File: config.mk
export PLATFORM = sky130hd
export DESIGN_NAME = netbus_combine_pkt
export DESIGN_NICKNAME = d
export VERILOG_FILES = /design/src/rtl/netbus_pkg.sv /design/src/rtl/netbus_skid_buf.sv /design/src/rtl/netbus_combine_pkt.sv
export SDC_FILE = /design/constraint.sdc
export NUM_CORES = 1
export LEC_CHECK = 0
export ABC_AREA = 1
export CAP_MARGIN = 25
export CORE_UTILIZATION = 40
export DETAILED_ROUTE_END_ITERATION = 8
export PLACE_DENSITY = 0.61
export SYNTH_ARGS = -nofsm -noshare
export SYNTH_HDL_FRONTEND = slang
export SYNTH_HIERARCHICAL = 1
export SYNTH_SLANG_ARGS = --single-unit
export TNS_END_PERCENT = 100
File: constraint.sdc
create_clock -name clk -period 4.64 [get_ports clk]
set_clock_uncertainty 0.2 [all_clocks]
set_input_delay 0.696 -clock clk [delete_from_list [all_inputs] [get_ports clk]]
set_output_delay 0.696 -clock clk [all_outputs]
set_load 0.01 [all_outputs]
File: src/rtl/netbus_pkg.sv
`default_nettype none
// ============================================================================
// Module  : netbus_pkg
// Purpose : Shared NetBus constants, word width helper and field offsets.
// Revision: 1.0 - initial release
// ============================================================================
package netbus_pkg;

    localparam int CMD_W  = 2;
    localparam int FLAG_W = 2;

    localparam logic [CMD_W-1:0] CMD_READ   = 2'd0;
    localparam logic [CMD_W-1:0] CMD_WRITE  = 2'd1;
    localparam logic [CMD_W-1:0] CMD_POSTED = 2'd2;
    localparam logic [CMD_W-1:0] CMD_MSG    = 2'd3;

    // Word layout, LSB upwards: LAST, FIRST, SID, DID, CMD, STRB, DATAX
    localparam int LAST_OFF  = 0;
    localparam int FIRST_OFF = 1;
    localparam int SID_OFF   = FLAG_W;

    typedef enum logic [0:0] {
        ST_IDLE = 1'b0,
        ST_BODY = 1'b1
    } fsm_state_t;

    function automatic int netbus_word_w(input int data_width, input int id_width);
        return 9*data_width + 2*id_width + 4;
    endfunction

    function automatic int did_off(input int id_width);
        return SID_OFF + id_width;
    endfunction

    function automatic int cmd_off(input int id_width);
        return SID_OFF + 2*id_width;
    endfunction

    function automatic int strb_off(input int id_width);
        return cmd_off(id_width) + CMD_W;
    endfunction

    function automatic int datax_off(input int data_width, input int id_width);
        return strb_off(id_width) + data_width;
    endfunction

endpackage
`default_nettype wire

File: src/rtl/netbus_skid_buf.sv
`default_nettype none
// ============================================================================
// Module  : netbus_skid_buf
// Purpose : Two-entry valid/ready register slice with registered s_ready.
// Revision: 1.0 - initial release
// ============================================================================
module netbus_skid_buf #(
    parameter int WIDTH = 8
) (
    input  logic             clk,
    input  logic             rst,
    input  logic             s_valid,
    output logic             s_ready,
    input  logic [WIDTH-1:0] s_data,
    output logic             m_valid,
    input  logic             m_ready,
    output logic [WIDTH-1:0] m_data
);

    logic             r_m_valid;
    logic             r_sk_valid;
    logic [WIDTH-1:0] r_m_data;
    logic [WIDTH-1:0] r_sk_data;
    logic             w_acc;
    logic             w_load;

    assign s_ready = ~r_sk_valid;
    assign w_acc   = s_valid & ~r_sk_valid;
    assign w_load  = ~r_m_valid | m_ready;
    assign m_valid = r_m_valid;
    assign m_data  = r_m_data;

    // A beat can only reach the skid while main is stalled, so the skid
    // is always older than any beat arriving on the same cycle.
    always_ff @(posedge clk or posedge rst) begin
        if (rst) begin
            r_m_valid  <= 1'b0;
            r_sk_valid <= 1'b0;
            r_m_data   <= '0;
            r_sk_data  <= '0;
        end else if (w_load) begin
            if (r_sk_valid) begin
                r_m_valid  <= 1'b1;
                r_m_data   <= r_sk_data;
                r_sk_valid <= 1'b0;
            end else begin
                r_m_valid <= w_acc;
                if (w_acc) begin
                    r_m_data <= s_data;
                end
            end
        end else if (w_acc) begin
            r_sk_valid <= 1'b1;
            r_sk_data  <= s_data;
        end
    end

endmodule
`default_nettype wire

File: src/rtl/netbus_combine_pkt.sv
`default_nettype none
// ============================================================================
// Module  : netbus_combine_pkt
// Purpose : Packs payload beats into NetBus words with packet FIRST/LAST.
// Revision: 1.0 - initial release
// ============================================================================
module netbus_combine_pkt
    import netbus_pkg::*;
#(
    parameter int DATA_WIDTH = 4,
    parameter int ID_WIDTH   = 5,
    parameter int LEN_WIDTH  = 8
) (
    input  logic                                clk,
    input  logic                                rst,
    input  logic                                s_valid,
    output logic                                s_ready,
    input  logic [8*DATA_WIDTH-1:0]             s_datax,
    input  logic [DATA_WIDTH-1:0]               s_strb,
    input  logic [CMD_W-1:0]                    s_cmd,
    input  logic [ID_WIDTH-1:0]                 s_did,
    input  logic [ID_WIDTH-1:0]                 s_sid,
    input  logic [LEN_WIDTH-1:0]                s_len,
    output logic                                m_valid,
    input  logic                                m_ready,
    output logic [9*DATA_WIDTH+2*ID_WIDTH+3:0]  m_data,
    output logic                                busy
);

    localparam int c_WORD_W = netbus_word_w(DATA_WIDTH, ID_WIDTH);

    fsm_state_t           r_state;
    fsm_state_t           w_state_nxt;
    logic [LEN_WIDTH-1:0] r_rem;
    logic [LEN_WIDTH-1:0] w_rem_nxt;
    logic [CMD_W-1:0]     r_cmd;
    logic [ID_WIDTH-1:0]  r_did;
    logic [ID_WIDTH-1:0]  r_sid;
    logic [CMD_W-1:0]     w_cmd;
    logic [ID_WIDTH-1:0]  w_did;
    logic [ID_WIDTH-1:0]  w_sid;
    logic                 w_first;
    logic                 w_last;
    logic                 w_latch;
    logic                 w_acc;
    logic [c_WORD_W-1:0]  w_word;

    assign w_acc = s_valid & s_ready;
    assign busy  = (r_state == ST_BODY);

    always_comb begin
        w_state_nxt = r_state;
        w_rem_nxt   = r_rem;
        w_first     = 1'b0;
        w_last      = 1'b0;
        w_latch     = 1'b0;
        w_cmd       = r_cmd;
        w_did       = r_did;
        w_sid       = r_sid;
        case (r_state)
            ST_IDLE: begin
                w_first = 1'b1;
                w_last  = (s_len == '0);
                w_cmd   = s_cmd;
                w_did   = s_did;
                w_sid   = s_sid;
                if (w_acc) begin
                    w_latch = 1'b1;
                    if (!w_last) begin
                        w_state_nxt = ST_BODY;
                        w_rem_nxt   = s_len;
                    end
                end
            end
            ST_BODY: begin
                w_last = (r_rem == LEN_WIDTH'(1));
                if (w_acc) begin
                    w_rem_nxt = r_rem - LEN_WIDTH'(1);
                    if (w_last) begin
                        w_state_nxt = ST_IDLE;
                    end
                end
            end
            default: begin
                w_state_nxt = ST_IDLE;
            end
        endcase
    end

    always_ff @(posedge clk or posedge rst) begin
        if (rst) begin
            r_state <= ST_IDLE;
            r_rem   <= '0;
            r_cmd   <= '0;
            r_did   <= '0;
            r_sid   <= '0;
        end else begin
            r_state <= w_state_nxt;
            r_rem   <= w_rem_nxt;
            if (w_latch) begin
                r_cmd <= s_cmd;
                r_did <= s_did;
                r_sid <= s_sid;
            end
        end
    end

    assign w_word = {s_datax, s_strb, w_cmd, w_did, w_sid, w_first, w_last};

    netbus_skid_buf #(
        .WIDTH (c_WORD_W)
    ) u_skid (
        .clk     (clk),
        .rst     (rst),
        .s_valid (s_valid),
        .s_ready (s_ready),
        .s_data  (w_word),
        .m_valid (m_valid),
        .m_ready (m_ready),
        .m_data  (m_data)
    );

endmodule
`default_nettype wire

# == Yosys cells after proc, flatten, opt, wreduce, memory -nomap -nowiden ==
# Index checks and enable logic that the tools add are counted.
# op_classes
addsub,1
n_eq_ne,4
muxes,21
bitwise,6
reduce_logical,6
# ops
op,n
$mux 50,2
$mux 8,3
$pmux 8 s2,1
$mux 1,10
$mux 5,2
$eq 8x1->1 const B,1
$logic_not 8->1,1
$sub 8x1->8 const B,1
$ne 2x1->1 const B,2
$not 1->1,4
$pmux 1 s2,2
$reduce_and 2->1,2
$reduce_bool 2->1,2
$reduce_and 3->1,1
$mux 2,1
$ne 2x2->1 const B,1
$and 1x1->1,1
$or 1x1->1,1
# totals
ff_bits,123
in_bits,60
output_inout_bits,53
word_cells,47

# == Depth between registers and ports, before layout ==
# Gate-level depths: netlist (run 1).
# logic_depth
ltp_word,4
depth_mapped,10
mapped_depth_nobuf,10

# == Hierarchy ==
# Netlist (run 1), hierarchy kept.
# modules_own_cells
module,n_inst,cells_each,area_per_inst_um2,seq_area_each_um2
netbus_skid_buf,1,603,4658.2,2552.4
netbus_combine_pkt,1,180,1267.5,525.5

# == Worst setup path before layout (run 1) ==
# Ideal clock, no wire load.
# synth_path
kind,register -> register
from,reg u_skid.r_sk_valid
to,reg r_cmd[1]
setup_ns,0.126
t_arrival_ns,1.363
required_time_ns,4.314
setup_slack_ns,2.951
path_stages_with_launch,10
n_path_buf,3
period_less_slack_ns,1.689
path_cell_list,dfrtp_1 > buf_4 > inv_2 > buf_2 > nand2_1 > inv_2 > nand2_2 > buf_2 > nand2_1 > o21ai_0
# synth_between
elab_chain_cells,4
# synth_lines
item,line_no,source
start: declaration,netbus_skid_buf.sv:21,logic r_sk_valid;
start signal: assignment,netbus_skid_buf.sv:38,r_sk_valid <= 1'b0;
start signal: assignment,netbus_skid_buf.sv:45,r_sk_valid <= 1'b0;
start signal: assignment,netbus_skid_buf.sv:53,r_sk_valid <= 1'b1;
$not 1->1,netbus_skid_buf.sv:27,assign s_ready = ~r_sk_valid;
via s_ready,netbus_combine_pkt.sv:17,"output logic s_ready,"
$and 1x1->1,netbus_combine_pkt.sv:48,assign w_acc = s_valid & s_ready;
$mux 1,netbus_combine_pkt.sv:67,if (w_acc) begin
$mux 1,netbus_combine_pkt.sv:60,case (r_state)
end signal: assignment,netbus_combine_pkt.sv:101,r_cmd <= s_cmd;
end: declaration,netbus_combine_pkt.sv:36,logic [CMD_W-1:0] r_cmd;
# The timed path passes the listed nets, and every way through them passes these cells.
# A chain may end at the register's enable or synchronous reset.

# == Final worst setup path (run 1) ==
# layout_path
from,reg u_skid.r_sk_valid
to,out s_ready
# layout_between
elab_chain_cells,1
# layout_lines
item,line_no
$not 1->1,netbus_skid_buf.sv:27
end: declaration,netbus_combine_pkt.sv:17
# Every way passes these cells.

==> flow_metrics.py, run 1 <==
metrics = {
    "timing": {
        "tns_ns": 0,
        "layout_min_cycle_time_ns": 3.56,
        "tightest_slew_ns": 1.04,
        "rsz0062_at_grt": "false",
        "max_slew_margin_pct": 31.0,
        "timing.final.crit_share_pct": 76.8,
        "hold_viol": 0,
        "setup_viol_count_final": 0,
        "fmax_mhz": 281,
        "finalWorstSetupSlack_ns": 1.08,
        "slew_viol_final": 0,
    },
    "setup_path": {
        "critPathBufInv": 2,
        "crit_path_top_delay_cell": "dfrtp_2",
        "cp.required_ns": 3.74,
        "crit_arrival_ns": 2.67,
        "crit_family": "buffers and inverters",
        "crit_path_end_kind": "output port",
        "path_class": "reg2out",
        "cp-startpoint": "u_skid/r_sk_valid$_DFFE_PP0P_",
        "critPathLaunchType": "flip-flop",
        "cp_slowest_stage_delay_ns": 1.04,
        "crit_path_cell_trace": "inv_2 > clkdlybuf4s50_1",
        "r2r-start": "u_skid/r_sk_valid$_DFFE_PP0P_",
        "worstPathMaxFanout": 53,
    },
    "floorplan": {
        "io-pin-count": 113,
        "start_util_pct": 40.9,
        "die_area_um2": 15300,
        "dieHeight_um": 124,
        "rows": 44,
        "die_x_um": 124,
        "core_um2": 14500,
    },
    "final_layout": {
        "seq_area_um2": 3080,
        "fin_area_um2": 7620,
        "multi_input_area_um2": 2440,
        "num_antenna_cells": 0,
        "layout-drive-gt1-share_pct": 5.84,
        "nFillCells": 1353,
        "final_nets": 940,
        "area_growth_pct": 28.6,
    },
    "synth": {
        "syn_inst": 783,
        "syn_area_per_cell_um2": 7.57,
        "synth_top_family_by_area": "simple AND/OR/NAND/NOR gates",
        "yosys.area_share.simple_pct": 37.2,
        "synth_top_area_cell": "dfrtp_1",
        "synth_top_area_share_pct": 51.9,
        "yosysMostFrequentCell": "nand2_1",
        "syn_area_um2": 5930,
        "synth-seq-area-share_pct": 51.9,
        "yosysUniqueCellTypes": 24,
        "ys_seq_elements": 123,
        "synthFlopType": "dfrtp_1",
        "synth_nets": 845,
        "synthMuxAreaShare_pct": 0,
        "synthArstFlopShare_pct": 100,
        "synthXorXnorAreaFrac_pct": 0,
        "synth_compound_area_share_pct": 3.53,
        "synth_fa_ha_area_share_pct": 0.422,
        "yosys-top-cells-area": "dfrtp_1 52%, nand2_1 29%, nand3_1 5.0%",
        "synth-edff-count": 0,
        "synth_common_cells": "461 x nand2_1, 123 x dfrtp_1, 59 x nand3_1",
        "ys_warn_count": 6,
    },
    "clocking": {
        "postCtsResizedCells": 0,
        "cts_tree": "done",
        "clock_latency_ns": 0.41,
        "cts.clk_slew.worst_paths_ns": 0.05,
        "cts_root_buf": "clkbuf_16",
        "post_cts_buffers": 0,
        "cts_max_level": 4,
        "holdBufCountCts": 0,
        "clockBufferDepth": 2,
        "numCtsBuffers": 17,
        "cts.sinks": 123,
    },
    "route": {
        "antenna_left": 0,
        "first_pass_iters": 5,
        "postRouteWirelength_um": 14100,
        "routedWlPerCell_um": 13.1,
        "drtIter0Drc": 476,
        "drc": 0,
        "viasPerCell": 4.79,
        "dr_total_vias": 5143,
    },
    "power": {
        "p_seq_share_pct": 40.2,
        "p_sw_share_pct": 32.3,
        "peakVddDrop_v": 0.000242,
        "total_leakage_power_nw": 4.01,
        "combPwrFrac_pct": 29.9,
        "clkPwrFrac_pct": 29.9,
        "powerDensity_nw_per_um2": 521,
        "power.internal_w": 0.00269,
        "p_switching_w": 0.00128,
    },
    "global_routing": {
        "grt_use_total_pct": 20.0,
        "grt_pass1_wl_um": 23500,
        "grt_max_degree": 75,
        "antenna_found_initial": 0,
        "grt_overflow_total": 0,
        "grt_pass1_vias": 4915,
    },
    "place": {
        "dp_hpwl_um": 8950,
        "gp_congestion": 0.823,
        "io_buffers": 112,
        "post_dp_cell_area_um2": 7040,
        "place_ws_ns": 1.50,
    },
    "outcome": {
        "status": "finished clean",
    },
    "hold_path": {
        "hold_start": "u_skid/r_sk_data[35]$_DFFE_PP0P_",
        "min_path_type": "reg2reg",
    },
    "job": {
        "drv_cap": 0,
    },
}
[path summary, 6_finish.rpt]
path / slack (ns) / to / cells past startpoint
min: 0.27 / u_skid/r_sk_data[35]$_DFFE_PP0P_ / 2
min in group asynchronous: 0.33 / u_skid/m_data[7]$_DFFE_PP0P_ / 2
max reg2reg: 1.58 / u_skid/m_data[34]$_DFFE_PP0P_ / 5
min reg2reg: 0.27 / u_skid/r_sk_data[35]$_DFFE_PP0P_ / 2
max: 1.08 / s_ready / 2
max in group asynchronous: 3.09 / busy$_DFF_PP0_ / 2
[through the flow]
step                util [%]  hold WS [ns]  power (W)  cells
finish                  52.6         0.268    0.00397   1074
CTS                     52.3         0.271    0.00399   1072
floorplan                  -         0.242    0.00232    783
global route            52.6         0.286    0.00426   1074
global placement        48.4         0.253    0.00274   1040
detailed placement      48.6         0.258    0.00278   1041
[worst register-to-register path, stage by stage, from the launching register on]
cell	delay, ns
dfrtp_2	1.04
inv_2	0.60
nand2_1	0.21
nand2_2	0.56
nand2_1	0.27
nand2_1	0.08
[metal layers]
layer	track usage, %	wire [um]	vias up
met5	0	0	-
met4	7.53	152	0
met3	4.58	733	12
met2	31.6	6490	141
met1	26.7	6740	2392
li1	-	-	2598
[sequential cells by signal, summed over array words and instances (netlist names)]
register and flops:
r_sid 5, u_skid/r_sk_valid 1, r_cmd 2, u_skid/r_sk_data 50, u_skid/m_data 50, r_did 5
u_skid/m_valid 1, busy 1, r_rem 8
[cells in the final DEF (no fill, tap or decap), types with 4 or more instances in the layout]
| master | instances |
|---|---|
| buf_4 | 5 |
| clkbuf_1 | 8 |
| clkbuf_16 | 17 |
| clkbuf_8 | 5 |
| clkdlybuf4s50_1 | 112 |
| dfrtp_1 | 122 |
| inv_1 | 22 |
| nand2_1 | 461 |
| nand3_1 | 59 |
| nand4_1 | 4 |
| nor2_1 | 14 |
| nor2_4 | 5 |
| o21ai_0 | 23 |
| o21ai_1 | 7 |
| o21ai_2 | 4 |
[cell type report]
| class | instances | area share (%) |
|---|---|---|
| Clock buffer | 30 | 6.88 |
| Clock inverter | 1 | 0.0657 |
| Inverter | 27 | 1.40 |
| Multi-Input combinational cell | 589 | 32.0 |
| Sequential cell | 123 | 40.4 |
| Tap cell | 184 | 3.02 |
| Timing Repair Buffer | 120 | 16.3 |
[cell families after synthesis]
kind of cell / Yosys count
AND/OR/NAND/NOR: 549
flip-flops: 123
buffers and inverters: 71
AO/OA/AOI/OAI: 38
adder cells (fa/ha/maj): 2
[power by group through the flow]
stage / registers (W) / clock network (W) / logic [W]
finish: 0.00160 / 0.00119 / 0.00119
detailed placement: 0.00164 / 0 / 0.00115
global placement: 0.00162 / 0 / 0.00112
CTS: 0.00162 / 0.00121 / 0.00115
floorplan: 0.00161 / 0 / 0.000706
global route: 0.00164 / 0.00126 / 0.00137
(Power assumes the default switching activity.)
==> run 2: changes to the inputs <==
--- a/config.mk
+++ b/config.mk
@@ -9,7 +9,7 @@
 export CAP_MARGIN = 25
 export CORE_UTILIZATION = 40
 export DETAILED_ROUTE_END_ITERATION = 8
-export PLACE_DENSITY = 0.61
+export PLACE_DENSITY = 0.64
 export SYNTH_ARGS = -nofsm -noshare
 export SYNTH_HDL_FRONTEND = slang
 export SYNTH_HIERARCHICAL = 1
==> constraint.sdc (replaced) <==
create_clock -name clk -period 3.2 [get_ports clk]
set_clock_uncertainty 0.2 [all_clocks]
set_input_delay 0.48 -clock clk [delete_from_list [all_inputs] [get_ports clk]]
set_output_delay 0.48 -clock clk [all_outputs]
set_load 0.01 [all_outputs]
==> run 2 against run 1 <==
- clock-buffer cell count fell by 5
- non-clock buffer count rose by 1
- sequential power grew 44%
- via count down 0.97%
- critical path type unchanged
- critical endpoint unchanged
==> flow_metrics.py, run 2 (synthesis results as in run 1) <==
metrics = {
    "timing": {
        "layout_min_cycle_time_ns": 2.61,
        "tightest_slew_ns": 0.955,
        "slew_viol_final": 0,
        "setup_viol_count_final": 0,
        "fmax_mhz": 383,
        "tns_ns": 0,
        "rsz0062_at_grt": "false",
        "hold_viol": 0,
        "max_slew_margin_pct": 36.2,
        "timing.final.crit_share_pct": 81.6,
    },
    "power": {
        "p_switching_w": 0.00188,
        "p_sw_share_pct": 31.9,
        "clkPwrFrac_pct": 32.0,
        "power.internal_w": 0.00402,
        "combPwrFrac_pct": 29.0,
        "total_leakage_power_nw": 4.03,
        "p_seq_share_pct": 39.0,
        "peakVddDrop_v": 0.000445,
        "powerDensity_nw_per_um2": 770,
    },
    "floorplan": {
        "die_area_um2": 15300,
        "dieHeight_um": 124,
        "start_util_pct": 40.9,
        "rows": 44,
        "io-pin-count": 113,
        "die_x_um": 124,
        "core_um2": 14500,
    },
    "place": {
        "post_dp_cell_area_um2": 7080,
        "gp_congestion": 0.804,
        "dp_hpwl_um": 9010,
        "io_buffers": 112,
    },
    "setup_path": {
        "cp_slowest_stage_delay_ns": 0.61,
        "critPathBufInv": 2,
        "crit_path_end_kind": "output port",
        "path_class": "reg2out",
        "crit_family": "buffers and inverters",
        "crit_arrival_ns": 1.93,
        "crit_path_top_delay_cell": "clkdlybuf4s50_1",
        "rrSetupSlack_ns": 1.00,
        "cp.required_ns": 2.52,
        "worstPathMaxFanout": 18,
        "crit_path_cell_trace": "inv_2 > clkdlybuf4s50_1",
        "critPathLaunchType": "flip-flop",
    },
    "route": {
        "viasPerCell": 4.73,
        "antenna_left": 0,
        "first_pass_iters": 5,
        "postRouteWirelength_um": 14300,
        "routedWlPerCell_um": 13.3,
        "drtIter0Drc": 429,
        "dr_total_vias": 5093,
        "drc": 0,
    },
    "global_routing": {
        "grt_pass1_wl_um": 23700,
        "grt_use_total_pct": 20.3,
        "grt_pass1_vias": 4725,
        "grt_max_degree": 103,
        "antenna_found_initial": 0,
        "grt_overflow_total": 0,
    },
    "clocking": {
        "clockBufferDepth": 2,
        "clock_latency_ns": 0.42,
        "cts_root_buf": "clkbuf_16",
        "cts_max_level": 4,
        "cts.clk_slew.worst_paths_ns": 0.05,
        "postCtsResizedCells": 0,
        "cts_tree": "done",
        "holdBufCountCts": 0,
        "numCtsBuffers": 17,
        "post_cts_buffers": 0,
        "cts.sinks": 123,
    },
    "outcome": {
        "status": "finished clean",
    },
    "final_layout": {
        "mostFrequentLayoutCells": "461 x nand2_1, 122 x dfrtp_1, 112 x clkdlybuf4s50_1, 59 x nand3_1, 23 x o21ai_0",
        "num_antenna_cells": 0,
        "layout-drive-gt1-share_pct": 6.50,
        "area_growth_pct": 29.3,
        "fin_area_um2": 7660,
        "final_nets": 941,
        "final_common_cell": "nand2_1",
        "final_util_pct": 52.9,
    },
    "hold_path": {
        "min_path_type": "reg2reg",
    },
    "job": {
        "drv_cap": 0,
    },
}
## run 2: cell types whose count changed in the layout (fill, tap and decap cells not counted)
cell,delta
buf_12,+3
buf_16,-3
buf_4,+1
bufinv_16,+2
clkbuf_1,-4
clkbuf_8,-1
clkinv_2,+3
clkinvlp_4,+2
inv_4,-1
## run 2: metal layers
layer  part of all wire (%)  track usage [%]
met5                      0                0
met4                    1.2             7.23
met3                    5.3             4.53
met2                     45             30.5
met1                     48             28.5
## run 2: power by group through the flow
| stage | Clock, W | Combinational (W) | Sequential [W] |
|---|---|---|---|
| 3_3_place_gp | 0 | 0.00170 | 0.00231 |
| 3_5_place_dp | 0 | 0.00172 | 0.00232 |
| 6_report | 0.00189 | 0.00171 | 0.00230 |
| 2_1_floorplan | 0 | 0.00102 | 0.00234 |
| 4_1_cts | 0.00192 | 0.00173 | 0.00230 |
| 5_1_grt | 0.00200 | 0.00194 | 0.00236 |
## run 2: final cells by class
class,instances,area (um2)
fillers,1393,6820
clock inverters,7,87.6
flip-flops and latches,123,3080
inverters,27,108
repair buffers,121,1230
clock buffers,25,495
multi-input cells,589,2440
well taps,184,230
## run 2: path summary, 6_finish.rpt
kind / startpoint / to / depth (start not counted)
max: u_skid/r_sk_valid$_DFFE_PP0P_ / s_ready / 2
min: u_skid/r_sk_data[48]$_DFFE_PP0P_ / u_skid/r_sk_data[48]$_DFFE_PP0P_ / 2
max reg2reg: u_skid/r_sk_valid$_DFFE_PP0P_ / u_skid/m_data[48]$_DFFE_PP0P_ / 5
min reg2reg: u_skid/r_sk_data[48]$_DFFE_PP0P_ / u_skid/r_sk_data[48]$_DFFE_PP0P_ / 2
max in group asynchronous: rst / r_rem[7]$_DFFE_PP0P_ / 2
min in group asynchronous: rst / u_skid/m_data[11]$_DFFE_PP0P_ / 3
## run 2: through the flow
| stage | worst slack (ns) | instances | power (W) | hold slack [ns] |
|---|---|---|---|---|
| floorplan | 1.30 | 783 | 0.00336 | 0.242 |
| global placement | 0.559 | 1044 | 0.00401 | 0.254 |
| detailed placement | 0.511 | 1044 | 0.00405 | 0.258 |
| CTS | 0.545 | 1076 | 0.00595 | 0.272 |
| global route | 0.516 | 1076 | 0.00630 | 0.282 |
| finish | 0.587 | 1076 | 0.00590 | 0.268 |
## run 2: worst min-delay path: stages, from the launching register on
cell	delay (ns)
dfrtp_1	0.34
nand2_1	0.05
nand2_1	0.05
